`src/rtl/pio_pkg.sv`:
```
// Shared PIO definitions: ISR state encoding, widths and a count-normalisation helper.

package pio_pkg;

   localparam int unsigned ISR_WIDTH = 32;
   localparam int unsigned ISR_CNT_W = 6;

   localparam logic [ISR_CNT_W-1:0] ISR_CNT_FULL = ISR_CNT_W'(ISR_WIDTH);

   typedef enum logic {
      ISR_IDLE,
      ISR_PUSH
   } isr_state_e;

   // Bit counts and thresholds use 0 (and anything past the register width) to mean "full word".
   function automatic logic [ISR_CNT_W-1:0] eff_count(input logic [ISR_CNT_W-1:0] v);
      if ((v == '0) || (v > ISR_CNT_FULL)) begin
         return ISR_CNT_FULL;
      end
      return v;
   endfunction

endpackage

```
`src/rtl/input_shift_register.sv`:
```
// PIO input shift register: IN shifting, MOV load, PUSH to RX FIFO with blocking/non-blocking
// behaviour. Autopush is compiled in only when PIO_ISR_AUTOPUSH_EN is defined.

module input_shift_register
   import pio_pkg::*;
(
   input  logic                 clk,
   input  logic                 rst_n,
   input  logic [ISR_WIDTH-1:0] data_in,
   input  logic                 in_en,
   input  logic [ISR_CNT_W-1:0] in_count,
   input  logic                 shiftdir,
   input  logic                 push_req,
   input  logic                 push_block,
   input  logic                 mov_load,
   input  logic [ISR_WIDTH-1:0] mov_data,
   input  logic                 autopush_en,
   input  logic [ISR_CNT_W-1:0] push_thresh,
   output logic [ISR_WIDTH-1:0] isr,
   output logic [ISR_CNT_W-1:0] shift_cnt,
   output logic [ISR_WIDTH-1:0] fifo_wdata,
   output logic                 fifo_wvalid,
   input  logic                 fifo_wready,
   output logic                 stall
);

   isr_state_e           state_q, state_d;
   logic [ISR_WIDTH-1:0] isr_q, isr_d;
   logic [ISR_CNT_W-1:0] cnt_q, cnt_d;
   logic [ISR_WIDTH-1:0] wdata_q, wdata_d;
   logic                 wvalid_q, wvalid_d;
   logic                 stall_q, stall_d;
   logic                 stall_idle;

   logic [ISR_CNT_W-1:0] n_eff;
   logic [ISR_WIDTH-1:0] data_mask;
   logic [ISR_WIDTH-1:0] shifted;
   logic [ISR_CNT_W:0]   cnt_sum;
   logic [ISR_CNT_W-1:0] cnt_sat;
   logic                 autopush_hit;

   // Shift-merge of the incoming bits and saturating count update.
   always_comb begin
      n_eff     = eff_count(in_count);
      data_mask = '0;
      shifted   = data_in;
      if (n_eff != ISR_CNT_FULL) begin
         data_mask = (ISR_WIDTH'(1) << n_eff) - ISR_WIDTH'(1);
         if (shiftdir) begin
            shifted = (isr_q >> n_eff) | ((data_in & data_mask) << (ISR_CNT_FULL - n_eff));
         end else begin
            shifted = (isr_q << n_eff) | (data_in & data_mask);
         end
      end
      cnt_sum = {1'b0, cnt_q} + {1'b0, n_eff};
      cnt_sat = (cnt_sum > {1'b0, ISR_CNT_FULL}) ? ISR_CNT_FULL : cnt_sum[ISR_CNT_W-1:0];
   end

`ifdef PIO_ISR_AUTOPUSH_EN
   assign autopush_hit = autopush_en && (cnt_sat >= eff_count(push_thresh));
`else
   logic unused_autopush_cfg;
   assign unused_autopush_cfg = ^{autopush_en, push_thresh};
   assign autopush_hit        = 1'b0;
`endif

   always_comb begin
      state_d    = state_q;
      isr_d      = isr_q;
      cnt_d      = cnt_q;
      wdata_d    = wdata_q;
      wvalid_d   = wvalid_q;
      stall_d    = stall_q;
      stall_idle = 1'b0;
      unique case (state_q)
         ISR_IDLE: begin
            if (mov_load) begin
               isr_d = mov_data;
               cnt_d = '0;
            end else if (push_req) begin
               stall_idle = push_block;
               if (push_block || fifo_wready) begin
                  state_d  = ISR_PUSH;
                  wdata_d  = isr_q;
                  wvalid_d = 1'b1;
                  stall_d  = 1'b1;
               end else begin
                  // Non-blocking push into a full FIFO drops the data.
                  isr_d = '0;
                  cnt_d = '0;
               end
            end else if (in_en) begin
               isr_d = shifted;
               cnt_d = cnt_sat;
               if (autopush_hit) begin
                  state_d  = ISR_PUSH;
                  wdata_d  = shifted;
                  wvalid_d = 1'b1;
                  stall_d  = 1'b1;
               end
            end
         end
         ISR_PUSH: begin
            if (fifo_wready) begin
               state_d  = ISR_IDLE;
               isr_d    = '0;
               cnt_d    = '0;
               wvalid_d = 1'b0;
               stall_d  = 1'b0;
            end
         end
         default: state_d = ISR_IDLE;
      endcase
   end

   always_ff @(posedge clk or negedge rst_n) begin
      if (!rst_n) begin
         state_q  <= ISR_IDLE;
         isr_q    <= '0;
         cnt_q    <= '0;
         wdata_q  <= '0;
         wvalid_q <= 1'b0;
         stall_q  <= 1'b0;
      end else begin
         state_q  <= state_d;
         isr_q    <= isr_d;
         cnt_q    <= cnt_d;
         wdata_q  <= wdata_d;
         wvalid_q <= wvalid_d;
         stall_q  <= stall_d;
      end
   end

   assign isr         = isr_q;
   assign shift_cnt   = cnt_q;
   assign fifo_wdata  = wdata_q;
   assign fifo_wvalid = wvalid_q;
   // stall_idle depends only on instruction strobes, never on fifo_wready.
   assign stall       = stall_q | stall_idle;

endmodule

```
`config.mk`:
```
export PLATFORM = sky130hd
export DESIGN_NAME = input_shift_register
export DESIGN_NICKNAME = d
export VERILOG_FILES = /design/src/rtl/pio_pkg.sv /design/src/rtl/input_shift_register.sv
export SDC_FILE = /design/constraint.sdc
export NUM_CORES = 1
export LEC_CHECK = 0
export ABC_AREA = 1
export ABC_CLOCK_PERIOD_IN_PS = 3050
export CAP_MARGIN = 20
export CORE_ASPECT_RATIO = 1.75
export CORE_MARGIN = 8
export CORE_UTILIZATION = 30
export DETAILED_ROUTE_END_ITERATION = 16
export SLEW_MARGIN = 20
export SYNTH_ARGS = -nofsm -noshare
export SYNTH_HDL_FRONTEND = slang
export SYNTH_SLANG_ARGS = --single-unit
```
`constraint.sdc`:
```
create_clock -name clk -period 3.05 [get_ports clk]
set_input_delay 0.915 -clock clk [delete_from_list [all_inputs] [get_ports clk]]
set_output_delay 0.915 -clock clk [all_outputs]
set_load 0.005 [all_outputs]
```
==> key figures <==
Outcome
  – Outcome: complete, but fails checks
  – Failing checks: negative setup slack

Clock network
  – CTS tree: built
  – Clk buf depth: 2
  – Worst skew pair latency: 0.35 ns
  – H-tree Lvls: 3
  – Num CTS Buffers: 9
  – Clk Tree Root Cell: clkbuf_16
  – Reg clk slew, reported paths: 0.07 ns
  – CTS Sinks: 72
  – Hold_buf cts: 0

Flow run
  – MaxCap Viol Count: 0

Global route
  – Initial antenna violation count: 1
  – Vias in the first global route: 15,870
  – Met3 usage: 2.64%
  – Busiest grt layer: met2
  – Overall routing resource usage: 30.9%
  – Routing usage on met1: 30.3%
  – Global-route wire length before repair: 96.3 mm
  – GRT met2 Usage: 56.2%
  – GR Overflow Total: 0
  – Pin count of the biggest net entering global routing: 73

Synthesis
  – Post-synth top flop: dfrtp_1
  – Top-count cell post-synth: nand2_1
  – Number of enable flip-flop cells after synthesis: 0
  – Mean post-synth cell area: 5.35 µm²
  – Seq/Total Area, Yosys: 17.0%
  – Commonest cells post-synth: nand2_1 (769), nand3_1 (301), o21ai_0 (204)
  – Async SR Flop Fraction: 100%
  – Synth area leader: nand2_1
  – Share of the synthesized area in the top cell type: 27.2%
  – Net count after synthesis: 2,083
  – Syn. warnings: 0
  – Flip-flop and latch count after synthesis: 72
  – Synth Cell Area: 10,600 µm²
  – Cells after synthesis: 1,985
  – Synth top area cells: nand2_1 (27%), dfrtp_1 (17%), nand3_1 (14%), o21ai_0 (9.6%), inv_1 (5.0%)
  – Synth unique cells: 50

Placement
  – RePlAce Congestion: 1.09
  – Final HPWL DP: 52.2 mm
  – Port Buffers: 149

Worst setup path
  – WP data arrival: 4.07 ns
  – Max FO, Critical Path: 6
  – Critical-path top delay cell: ha_4
  – Worst Path Required: 3.34 ns
  – Reg2Reg Setup Slack: 0.46 ns
  – CP max stage delay: 0.21 ns
  – CP most frequent cell: nand2_1
  – Critical R2R Capture: isr[11]$_DFFE_PN0P_
  – Startpoint type of the worst setup path: input port
  – WP buf/inv: 5
  – Setup crit end kind: register
  – Reg2Reg Depth: 14
  – Crit path kind: in2reg
  – Top Family by Delay on Critical Path: simple AND/OR/NAND/NOR gates
  – Worst r2r src: isr[11]$_DFFE_PN0P_

STA
  – RSZ-0062 raised after global routing: true
  – Max_slew headroom: 49.8%
  – Worst-Margin Slew: 0.753 ns
  – Final hold vios: 0
  – Max-slew violation count: 0
  – Post-route minimum period: 3.78 ns
  – Final setup viols: 37
  – Tcrit/Tclk final: 124%
  – Achievable Freq: 0.265 GHz
  – Setup Skew: 0.0110 ns
  – Setup WS post-layout: -0.729 ns

Layout
  – Final core utilization: 50.6%
  – Syn-to-layout area delta: 67.3%
  – Fill cell count: 3,792
  – # nets final: 2,554
  – Multi-input gate area: 9270 µm²
  – Sequential Area: 1800 µm²
  – Layout cell share with drive strength beyond 1: 33.6%

Hold path
  – Worst Hold Path EP: fifo_wdata[21]$_DFFE_PN0P_
  – Cell depth of the worst hold path: 2
  – Worst Hold Class: reg2reg
  – Hold_sp: fifo_wdata[21]$_DFFE_PN0P_

Power
  – Tot Pwr: 6.74 mW
  – Maximum VDD drop: 0.199 mV
  – P_leak: 8.95 nW
  – PwrDens: 380 nW/µm²

Die
  – CORE AREA: 35,100 µm²
  – I/O pins: 157
  – Rows: 91
  – Die area: 41,900 µm²
  – Die H: 265 µm
  – Initial Util: 30.3%
  – Chip Width: 158 µm

Routing
  – DRC viols: 0
  – DR iter-0 viols: 961
  – Detailed Route WL: 64.8 mm
  – Via count: 15,523
  – Routed vias/inst: 5.30
  – Drt first pass iters: 7
  – DRT antenna net count: 0
  – Drt wl/cell: 22.1 µm
## cell families after synthesis
kind of cell	synth area share, %
DFF	17.0
xor gates and xnor gates	0.330
AOI/OAI and AO/OA	18.2
buffers and inverters	10.9
adders and majority gates	1.60
muxes	0.872
and+or+nand+nor	51.1
## per-layer routing
metal	part of all wire, %	vias up	routed length (µm)
li1	-	7470	-
met1	34	7289	22100
met2	52	540	33700
met3	3.6	224	2340
met4	10	0	6620
met5	0	-	0
## sequential cells by signal (all words and copies together) (netlist names)
signal and cells:
shift_cnt 6, isr 32, stall_q 1, state_q 1
fifo_wdata 32
## tightest hold or removal path: stages (launching register included)
cell and delay [ns]:
dfrtp_1 0.34, nand2_1 0.05, o21ai_0 0.06
## area by class of cell
class | count | share of cell area (%)
Inverter | 155 | 3.42
Antenna cell | 1 | 0.0141
Tap cell | 465 | 3.28
Sequential cell | 72 | 10.1
Clock inverter | 7 | 0.437
Clock buffer | 9 | 1.27
Timing Repair Buffer | 583 | 29.2
Multi-Input combinational cell | 1635 | 52.2
## per-stage QoR
step	instance area, µm²	setup WS (ns)	instances	setup TNS (ns)	hold WS, ns
6_report	17800	-0.729	2927	-20.48	0.480
4_1_cts	17400	-0.697	2912	-19.04	0.487
2_1_floorplan	10900	-0.653	1985	-18.76	0.476
3_3_place_gp	15400	-1.76	2859	-58.39	0.465
5_1_grt	17800	-0.952	2927	-28.20	0.502
3_5_place_dp	15400	-1.79	2859	-59.37	0.472
## cell usage in the layout (no fill, tap or decap), types with 19 or more instances in the layout
cell,instances
o21ai_2,22
a21oi_1,31
o21ai_1,31
nand2_4,19
o211ai_1,33
nand3_2,96
nand3_4,25
nor2_1,70
nand2_1,672
clkdlybuf4s50_1,141
nor2_2,24
nand2_2,85
buf_6,36
nand3_1,190
buf_4,381
o21ai_0,183
inv_1,138
dfrtp_1,72
nor2_4,30
## repair_timing
action                     in CTS  in global routing
setup endpoints to repair      39                 38
cloned                          3                  0
gates resized for setup       348                 63
setup buffers                  35                 17
pin swaps                     129                 53
## how the worst max path moves through the flow
stage                                      to  slack (ns)   startpoint  depth (start not counted)
after floorplan           isr[30]$_DFFE_PN0P_       -0.65  in_count[5]                         30
after global placement     isr[6]$_DFFE_PN0P_       -1.76  in_count[1]                         27
after detailed placement   isr[6]$_DFFE_PN0P_       -1.79  in_count[1]                         27
after CTS                 isr[15]$_DFFE_PN0P_       -0.70  in_count[5]                         27
after global routing      isr[25]$_DFFE_PN0P_       -0.95  in_count[4]                         29
final                     isr[13]$_DFFE_PN0P_       -0.73  in_count[4]                         29
## power by group
group	total, mW	internal (mW)	leakage [nW]	switching [mW]
combinational	4.33	1.90	7.86	2.43
sequential	1.31	1.14	0.942	0.174
clock	1.10	0.642	0.147	0.454
Note: power is estimated with default switching activity, not from simulation.
